**config.mk**
```make
export PLATFORM = sky130hd
export DESIGN_NAME = pc_sequencer
export DESIGN_NICKNAME = d
export VERILOG_FILES = /design/src/rtl/scm16_seq_pkg.sv /design/src/rtl/pc_sequencer_ret_stack.sv /design/src/rtl/pc_sequencer.sv
export SDC_FILE = /design/constraint.sdc
export NUM_CORES = 1
export LEC_CHECK = 0
export CORE_MARGIN = 2
export CORE_UTILIZATION = 45
export DETAILED_ROUTE_END_ITERATION = 12
export GPL_ROUTABILITY_DRIVEN = 0
export PLACE_DENSITY = 0.66
export REMOVE_ABC_BUFFERS = 1
export SYNTH_ARGS = -nofsm -noshare
export SYNTH_HDL_FRONTEND = slang
export SYNTH_SLANG_ARGS = --single-unit
```
**constraint.sdc**
```tcl
create_clock -name clk -period 3.6 [get_ports clk]
set_clock_uncertainty 0.05 [all_clocks]
set_input_delay 0.36 -clock clk [delete_from_list [all_inputs] [get_ports clk]]
set_output_delay 0.36 -clock clk [all_outputs]
set_load 0.05 [all_outputs]
```
**src/rtl/scm16_seq_pkg.sv**
```systemverilog
// Shared encodings for the SCM16 fetch sequencer: operation kinds, FSM states
// and the default address width.
package scm16_seq_pkg;

  localparam int ADDR_W_DEF = 16;

  typedef logic [1:0] op_kind_t;
  typedef logic [1:0] seq_state_t;

  localparam op_kind_t OP_SEQ    = 2'd0;
  localparam op_kind_t OP_BRANCH = 2'd1;
  localparam op_kind_t OP_CALL   = 2'd2;
  localparam op_kind_t OP_RET    = 2'd3;

  localparam seq_state_t ST_RUN   = 2'd0;
  localparam seq_state_t ST_FLUSH = 2'd1;
  localparam seq_state_t ST_FAULT = 2'd2;

endpackage

```
**src/rtl/pc_sequencer_ret_stack.sv**
```systemverilog
// Hardware return-address LIFO. Only the occupancy count is reset; entry
// contents are don't-care once the count drops below them.
module ret_stack #(
  parameter  int ADDR_W = 16,
  parameter  int DEPTH  = 8,
  localparam int CNT_W  = $clog2(DEPTH + 1),
  localparam int IDX_W  = $clog2(DEPTH)
) (
  input  logic              clk,
  input  logic              rst,
  input  logic              push,
  input  logic              pop,
  input  logic [ADDR_W-1:0] din,
  output logic [ADDR_W-1:0] dout,
  output logic              full,
  output logic              empty,
  output logic [CNT_W-1:0]  count
);

  logic [ADDR_W-1:0] mem_q [DEPTH];
  logic [CNT_W-1:0]  count_q, count_d;
  logic [IDX_W-1:0]  wr_idx, rd_idx;
  logic              do_push, do_pop;

  assign full    = (count_q == CNT_W'(DEPTH));
  assign empty   = (count_q == '0);
  assign count   = count_q;
  assign do_push = push & ~full;
  assign do_pop  = pop & ~empty;

  // DEPTH is a power of two, so the low bits of count index the next free slot
  // and wrapping (count-1) lands on the top entry even when full.
  assign wr_idx = count_q[IDX_W-1:0];
  assign rd_idx = wr_idx - 1'b1;
  assign dout   = mem_q[rd_idx];

  always_comb begin
    count_d = count_q;
    if (do_push) begin
      count_d = count_q + 1'b1;
    end else if (do_pop) begin
      count_d = count_q - 1'b1;
    end
  end

  always_ff @(posedge clk or negedge rst) begin
    if (!rst) begin
      count_q <= '0;
    end else begin
      count_q <= count_d;
    end
  end

  always_ff @(posedge clk) begin
    if (do_push) begin
      mem_q[wr_idx] <= din;
    end
  end

endmodule

```
**src/rtl/pc_sequencer.sv**
```systemverilog
// SCM16 program counter and fetch sequencer: acts on the condition result for
// step/branch/call/return and owns the return-address stack.
module pc_sequencer
  import scm16_seq_pkg::*;
#(
  parameter  int                ADDR_W      = ADDR_W_DEF,
  parameter  int                STACK_DEPTH = 8,
  parameter  logic [ADDR_W-1:0] RESET_PC    = '0,
  localparam int                SP_W        = $clog2(STACK_DEPTH + 1)
) (
  input  logic              clk,
  input  logic              rst,
  input  logic              op_valid,
  output logic              op_ready,
  input  logic [1:0]        op_kind,
  input  logic              cond_taken,
  input  logic [ADDR_W-1:0] target,
  input  logic              fetch_ready,
  output logic [ADDR_W-1:0] pc,
  output logic              pc_valid,
  output logic              redirect,
  output logic              stack_ovf,
  output logic              stack_unf,
  output logic [SP_W-1:0]   sp_count
);

  seq_state_t        state_q, state_d;
  logic [ADDR_W-1:0] pc_q, pc_d;
  logic              redirect_q, redirect_d;
  logic              ovf_q, ovf_d;
  logic              unf_q, unf_d;

  logic              accept;
  logic [ADDR_W-1:0] pc_inc;
  logic              stk_push, stk_pop;
  logic [ADDR_W-1:0] stk_top;
  logic              stk_full, stk_empty;

  assign pc_valid  = (state_q == ST_RUN);
  assign op_ready  = pc_valid & fetch_ready;
  assign accept    = op_valid & op_ready;
  assign pc_inc    = pc_q + 1'b1;
  assign pc        = pc_q;
  assign redirect  = redirect_q;
  assign stack_ovf = ovf_q;
  assign stack_unf = unf_q;

  ret_stack #(
    .ADDR_W (ADDR_W),
    .DEPTH  (STACK_DEPTH)
  ) u_ret_stack (
    .clk   (clk),
    .rst   (rst),
    .push  (stk_push),
    .pop   (stk_pop),
    .din   (pc_inc),
    .dout  (stk_top),
    .full  (stk_full),
    .empty (stk_empty),
    .count (sp_count)
  );

  // redirect defaults low: it is only raised for the single FLUSH cycle that
  // follows a taken non-sequential load.
  always_comb begin
    state_d    = state_q;
    pc_d       = pc_q;
    redirect_d = 1'b0;
    ovf_d      = ovf_q;
    unf_d      = unf_q;
    stk_push   = 1'b0;
    stk_pop    = 1'b0;
    case (state_q)
      ST_FLUSH: state_d = ST_RUN;
      ST_RUN: begin
        if (accept) begin
          case (op_kind)
            OP_SEQ: pc_d = pc_inc;
            OP_BRANCH: begin
              if (cond_taken) begin
                pc_d       = target;
                redirect_d = 1'b1;
                state_d    = ST_FLUSH;
              end else begin
                pc_d = pc_inc;
              end
            end
            OP_CALL: begin
              if (!cond_taken) begin
                pc_d = pc_inc;
              end else if (stk_full) begin
                ovf_d   = 1'b1;
                state_d = ST_FAULT;
              end else begin
                stk_push   = 1'b1;
                pc_d       = target;
                redirect_d = 1'b1;
                state_d    = ST_FLUSH;
              end
            end
            OP_RET: begin
              if (!cond_taken) begin
                pc_d = pc_inc;
              end else if (stk_empty) begin
                unf_d   = 1'b1;
                state_d = ST_FAULT;
              end else begin
                stk_pop    = 1'b1;
                pc_d       = stk_top;
                redirect_d = 1'b1;
                state_d    = ST_FLUSH;
              end
            end
          endcase
        end
      end
      default: state_d = state_q;
    endcase
  end

  always_ff @(posedge clk or negedge rst) begin
    if (!rst) begin
      state_q    <= ST_FLUSH;
      pc_q       <= RESET_PC;
      redirect_q <= 1'b0;
      ovf_q      <= 1'b0;
      unf_q      <= 1'b0;
    end else begin
      state_q    <= state_d;
      pc_q       <= pc_d;
      redirect_q <= redirect_d;
      ovf_q      <= ovf_d;
      unf_q      <= unf_d;
    end
  end

endmodule

```
## Word-level counts from Yosys, hierarchy flattened

Memories as Yosys holds them, arrays and structs flattened.
Index checks and enable logic that the tools add are counted.

| storage, ports and cells | value |
|---|---|
| register bits | 25 |
| bits in writable memories | 128 |
| logic and storage cells | 70 |
| memories | 1 |

| cells by class | value |
|---|---|
| add/subtract/negate cells | 4 |
| equal/unequal tests | 12 |
| muxes and demuxes | 32 |
| bitwise gates (word level) | 6 |
| reductions and logical operators | 9 |

Memories:

| name | depth | width | read ports | clocked after memory_dff | wr ports | RTL line | source |
|---|---|---|---|---|---|---|---|
| u_ret_stack.mem_q | 8 | 16 | 1 | 0 | 1 | pc_sequencer_ret_stack.sv:20 | `logic [ADDR_W-1:0] mem_q [DEPTH];` |

Operators by type and width:

| kind | number |
|---|---|
| two-way mux 16 bit | 5 |
| one-hot mux 16 bit (4 select lines) | 1 |
| adder 16 x 1 -> 16 bit (second input constant) | 1 |
| two-way mux 1 bit | 15 |
| != test 3 bit (second input constant) | 5 |
| two-way mux 2 bit | 6 |
| AND reduction 5 bit | 2 |
| two-way mux 4 bit | 2 |
| one-hot mux 2 bit (3 select lines) | 1 |
| AND reduction 6 bit | 1 |
| adder 4 x 1 -> 4 bit (second input constant) | 1 |
| bitwise AND 1 bit | 4 |
| equality test 2 x 1 -> 1 bit (second input constant) | 2 |
| equality test 2 bit (second input constant) | 2 |
| equality test 4 bit (second input constant) | 1 |
| zero test 2 bit | 2 |
| zero test 4 bit | 1 |
| != test 4 x 1 -> 1 bit (second input constant) | 1 |
| one-hot mux 2 bit (2 select lines) | 1 |
| AND reduction 4 bit | 1 |
| nonzero test 2 bit | 2 |
| subtractor 4 x 1 -> 4 bit (second input constant) | 1 |
| one-hot mux 1 bit (3 select lines) | 1 |
| subtractor 3 x 1 -> 3 bit (second input constant) | 1 |
| 2 further kinds | 3 |

## Logic depth before layout (Yosys ltp)

| depth | value |
|---|---|
| depth after elaboration | 9 |
| depth in mapped cells | 14 |
| mapped depth without buffers | 11 |

## By module

Synthesis repeated with hierarchy kept, for this count alone.

| unflattened totals | value |
|---|---|
| cells, all modules | 435 |
| area, all modules | 7,001.7 um^2 |

By module, submodules not included:

| module | instances | cells each | area each (um^2) | sequential area each (um^2) |
|---|---|---|---|---|
| ret_stack | 1 | 235 | 5,288.8 | 3,943.8 |
| pc_sequencer | 1 | 200 | 1,712.9 | 526.8 |

## Worst setup path after synthesis

OpenSTA, ideal clock, no wires.

| path | value |
|---|---|
| kind | flip-flop to flip-flop |
| from | register u_ret_stack.count_q[0], in the netlist u_ret_stack.count[0] |
| to | memory u_ret_stack.mem_q[1][0], enable pin |
| library setup time | 0.409 ns |
| arrival | 3.302 ns |
| required time | 3.141 ns |
| path slack | -0.161 ns |
| cell stages (with the launch flop) | 10 |
| path buffers | 3 |
| clock period less this slack | 3.761 ns |
| cell sequence | dfrtp_1 > buf_4 > buf_6 > clkinv_1 > ha_1 > nor2b_1 > buf_2 > nand2_1 > nand4_1 > nor3_1 |

| between the ends | value |
|---|---|
| longest elaborated chain between the ends | 9 |
| elaborated cells on any way between the ends | 10 |
| classes of those cells | 1 x eq/ne; 7 x mux; 2 x bitwise |

RTL lines:

| element | RTL line | source |
|---|---|---|
| from (decl) | pc_sequencer_ret_stack.sv:21 | `logic [CNT_W-1:0] count_q, count_d;` |
| from (signal assigned) | pc_sequencer_ret_stack.sv:50 | `count_q <= count_d;` |
| equality test 4 bit | pc_sequencer_ret_stack.sv:25 | `assign full = (count_q == CNT_W'(DEPTH));` |
| two-way mux 1 bit | pc_sequencer.sv:91 | `end else if (stk_full) begin` |
| two-way mux 1 bit | pc_sequencer.sv:89 | `if (!cond_taken) begin` |
| two-way mux 1 bit | pc_sequencer.sv:77 | `case (op_kind)` |
| two-way mux 1 bit | pc_sequencer.sv:76 | `if (accept) begin` |
| two-way mux 1 bit | pc_sequencer.sv:73 | `case (state_q)` |
| bitwise AND 1 bit | pc_sequencer_ret_stack.sv:28 | `assign do_push = push & ~full;` |
| two-way mux 1 bit | pc_sequencer_ret_stack.sv:55 | `if (do_push) begin` |
| two-way mux 1 bit (implied by the code) | pc_sequencer_ret_stack.sv:56 | `mem_q[wr_idx] <= din;` |
| to (decl) | pc_sequencer_ret_stack.sv:20 |  |

Several ways; a longest one is shown, not always the timed one.

## Worst setup path after layout

| path | value |
|---|---|
| from | register u_ret_stack.count_q[0], in the netlist u_ret_stack.count[0] |
| to | register u_ret_stack.count_q[3], in the netlist u_ret_stack.count[3] |

| between the ends | value |
|---|---|
| longest elaborated chain between the ends | 8 |
| elaborated cells on any way between the ends | 21 |
| classes of those cells | 2 x add/sub; 1 x eq/ne; 12 x mux; 4 x bitwise; 2 x reduce/logical |

RTL lines:

| element | RTL line |
|---|---|
| equality test 4 bit / zero test 4 bit (equally long branches) | pc_sequencer_ret_stack.sv:25, pc_sequencer_ret_stack.sv:26 |
| two-way mux 1 bit, on equally long branches | pc_sequencer.sv:91, pc_sequencer.sv:104 |
| two-way mux 1 bit, on equally long branches | pc_sequencer.sv:89, pc_sequencer.sv:102 |
| two-way mux 1 bit | pc_sequencer.sv:77 |
| two-way mux 1 bit | pc_sequencer.sv:76 |
| two-way mux 1 bit | pc_sequencer.sv:73 |
| bitwise AND 1 bit, on equally long branches | pc_sequencer_ret_stack.sv:28, pc_sequencer_ret_stack.sv:29 |
| two-way mux 4 bit / nonzero test 2 bit (equally long branches) | - |

Several ways; a longest one is shown, not always the timed one. The select of a mux whose other input is x is not followed.
A chain may end at the register's enable or synchronous reset.

==> summary.md <==
| Metric | Value |
|---|---|
| Outcome | completed |
| Complex-gate fraction of the synthesized area | 0.0839 |
| Simple-Gate Fraction of Synth Area | 0.0765 |
| Post-Layout Cell Count | 719 |
| Post-DR wirelength/cell | 22.6 um |
| CTS tree | done |
| Vias in the first global route | 4302 |
| Element type at the critical path end | flip-flop |
| Clk_lat worst skew | 0.42 ns |
| Initial Utilization | 0.459 |
| Slowest cell on crit path | nor2b_1 |
| Layout overhead on the synthesized area | 19.4% |
| Worst Path Required | 3.84 ns |
| Footprint of the multi-input gates | 0.00230 mm^2 |
| Worst Path Arrival | 3.33 ns |
| Total clock sinks | 153 |
| First-pass GRT wire length | 24.8 mm |
| Via count | 4263 |
| Post-CTS Repair Setup Buffers | 0 |
| Min Tclk post-route | 3.09 ns |
| Met3 Use GR | 0.0434 |
| Pwr dens | 487 mW/mm^2 |
| DP Worst Slack | 0.588 ns |
| Row count | 45 |
| Gr usage total | 0.208 |
| Share of layout cells above drive strength 1 | 0.173 |
| FILL cells | 1184 |
| Pre-antenna DRT Iters | 5 |
| Pwr Total | 4.05 mW |
| GRT busiest layer | met2 |
| HPWL Detailed | 10.1 mm |
| Final worst slack | 0.511 ns |
| Placed Cells incl. Taps | 687 |
| Synth Instances | 456 |
| H-tree depth | 4 |
| Worst Tran Pin Value | 0.934 ns |
| Die Width | 128 um |
| Post-synthesis mux area share | 0.125 |
| Post-DRT Antenna Nets | 0 |
| Most common cell after layout, fill and taps aside | edfxtp_1 |
| Cell family with most CP delay | simple AND/OR/NAND/NOR gates |
| Post-Synth Adder-Cell Area | 0.0173 |
| Setup CP Type | flip-flop to flip-flop |
| Total CTS buffers | 17 |
| Yosys Warn Count | 0 |
| Max cap viols | 0 |
| Grt ovf | 0 |
| EDFF count, synth | 128 |
| Most frequent cells in the layout | 128 x edfxtp_1, 47 x clkdlybuf4s50_1, 28 x nor2_1 |
| Syn_area_per_cell | 15.2 um^2 |
| Endpoints failing setup | 0 |
| Core area | 0.0151 mm^2 |
| Worst-path cell chain | clkinv_1 -> ha_1 -> nor2b_1 -> nand2_1 -> nand3_1 -> ha_1 -> a21o_1 -> a21oi_1 -> xnor2_1 -> o21ai_0 -> o31ai_1 |
| Hold Buf Count CTS | 0 |
| Top_reg_cell synth | edfxtp_1 |
| Port Buf Inserts | 47 |
| Yosys reg bits | 153 |
| Largest net degree at the start of global routing | 37 |
| Post-route cell area | 0.00830 mm^2 |
| Ys async rst share | 0.163 |
| Top Ports | 48 |
| DRT Wirelength | 16.2 mm |
| Largest family of logic cells by synthesized area | multiplexers |
| Post-layout nets | 550 |
| Crit share post-route | 0.858 |
| Post-DP Area | 0.00768 mm^2 |
| Final core utilization | 0.548 |
| Crit path buffers/inverters | 1 |
| Fmax | 0.324 GHz |
| Root buffer cell | clkbuf_16 |
| Initial DRC count | 398 |
| Sequential standard cell area | 0.00447 mm^2 |
| Setup TNS | 0 ns |
| Worst relative slew slack | 0.373 |
| DRC viols | 0 |
| Clock transition at the registers of the reported paths | 0.06 ns |
| Clock Path Buffers | 2 |
| DR vias/cell | 5.93 |
| Sequential area share after synthesis | 0.643 |
| Post-Synth XOR/XNOR Area | 0.0266 |
| Die Area | 0.0165 mm^2 |
| Post-CTS Resized | 0 |
| Cell area after synthesis | 0.00695 mm^2 |
| Crit start category | flip-flop |
| Met1 usage | 0.283 |
| Max FO, Critical Path | 9 |
| Hold Violations, Final | 0 |
| CP max stage delay | 0.63 ns |
| Antenna cells | 0 |
| Max Slew Vio Count | 0 |
| Min-delay worst type | input port to asynchronous set/reset pin |
| Initial antenna violation count | 0 |
| Die Ht | 128 um |
| WHS | 0.279 ns |
| Met2 Usage GRT | 0.331 |
| Post-synth cell types | 61 |
| RSZ-0062 raised after global routing | false |
| Peak supply drop | 0.736 mV |
| Leakage | 2.99 nW |
| Most used cell, CP | ha_1 |
==> sequential cells by signal (all words and copies together) (netlist names) <==
signal / count
pc: 16
u_ret_stack.count: 4
redirect: 1
u_ret_stack.mem_q: 128
stack_ovf: 1
state_q: 2
stack_unf: 1
==> final cells by class <==
type                    instances  share of cell area
inverters                      10             0.00452
flip-flops and latches        153               0.539
repair buffers                 69              0.0766
multi-input cells             267               0.277
clock inverters                14              0.0238
well taps                     188              0.0283
clock buffers                  18              0.0517
==> metal layers <==
metal	part of all wire	wire [um]	vias to the layer above
li1	-	-	1921
met1	0.43	7030	2148
met2	0.49	7930	174
met3	0.061	982	20
met4	0.018	289	0
met5	0	0	-
==> synthesized netlist by cell type (4+ instances only) <==
master | instances | area [um^2]
nand2_1 | 26 | 97.6
o21ai_0 | 18 | 90.1
and2_1 | 6 | 37.5
mux2_2 | 5 | 56.3
nor2_1 | 28 | 105
o221a_2 | 4 | 45.0
ha_1 | 8 | 100
nand4_1 | 8 | 50.1
mux2i_1 | 19 | 190
edfxtp_1 | 128 | 3840
dfrtp_1 | 24 | 601
nand2b_1 | 4 | 25.0
clkbuf_1 | 8 | 30.0
and4_1 | 4 | 35.0
a31oi_1 | 7 | 43.8
a21oi_1 | 16 | 80.1
buf_6 | 5 | 56.3
nor3_1 | 5 | 25.0
a22oi_1 | 10 | 75.1
mux4_1 | 8 | 210
xnor2_1 | 12 | 105
nand3_1 | 14 | 70.1
buf_2 | 10 | 50.1
xor2_1 | 6 | 52.6
mux4_2 | 17 | 383
inv_1 | 8 | 30.0
==> power breakdown <==
| part | leakage (nW) | internal [mW] | switching [mW] | total (mW) |
|---|---|---|---|---|
| Combinational | 1.11 | 0.0994 | 0.148 | 0.248 |
| Clock | 0.302 | 1.16 | 0.704 | 1.87 |
| Sequential | 1.58 | 1.92 | 0.0127 | 1.93 |
| Total | 2.99 | 3.18 | 0.865 | 4.05 |
==> kinds of logic after synthesis <==
| family | Yosys count |
|---|---|
| AND/OR/NAND/NOR | 106 |
| adder cells (fa/ha/maj) | 9 |
| multiplexers | 51 |
| AO/OA/AOI/OAI | 82 |
| flip-flops | 153 |
| XOR/XNOR | 19 |
| buffers and inverters | 36 |
==> worst paths after layout <==
check                                                 startpoint  slack (ns)                                to  cells after the start
worst min register to register             stack_unf$_DFFE_PN0P_        0.42             stack_unf$_DFFE_PN0P_                      1
min in group clk                           stack_unf$_DFFE_PN0P_        0.42             stack_unf$_DFFE_PN0P_                      1
worst max register to register  u_ret_stack.count[0]$_DFFE_PN0P_        0.51  u_ret_stack.count[3]$_DFFE_PN0P_                     11
max in group asynchronous                                    rst        2.91            state_q[0]$_DFFE_PN1P_                      2
worst max-delay path            u_ret_stack.count[0]$_DFFE_PN0P_        0.51  u_ret_stack.count[3]$_DFFE_PN0P_                     11
worst min-delay path                                         rst        0.28  u_ret_stack.count[0]$_DFFE_PN0P_                      2
(Power assumes the default switching activity.)
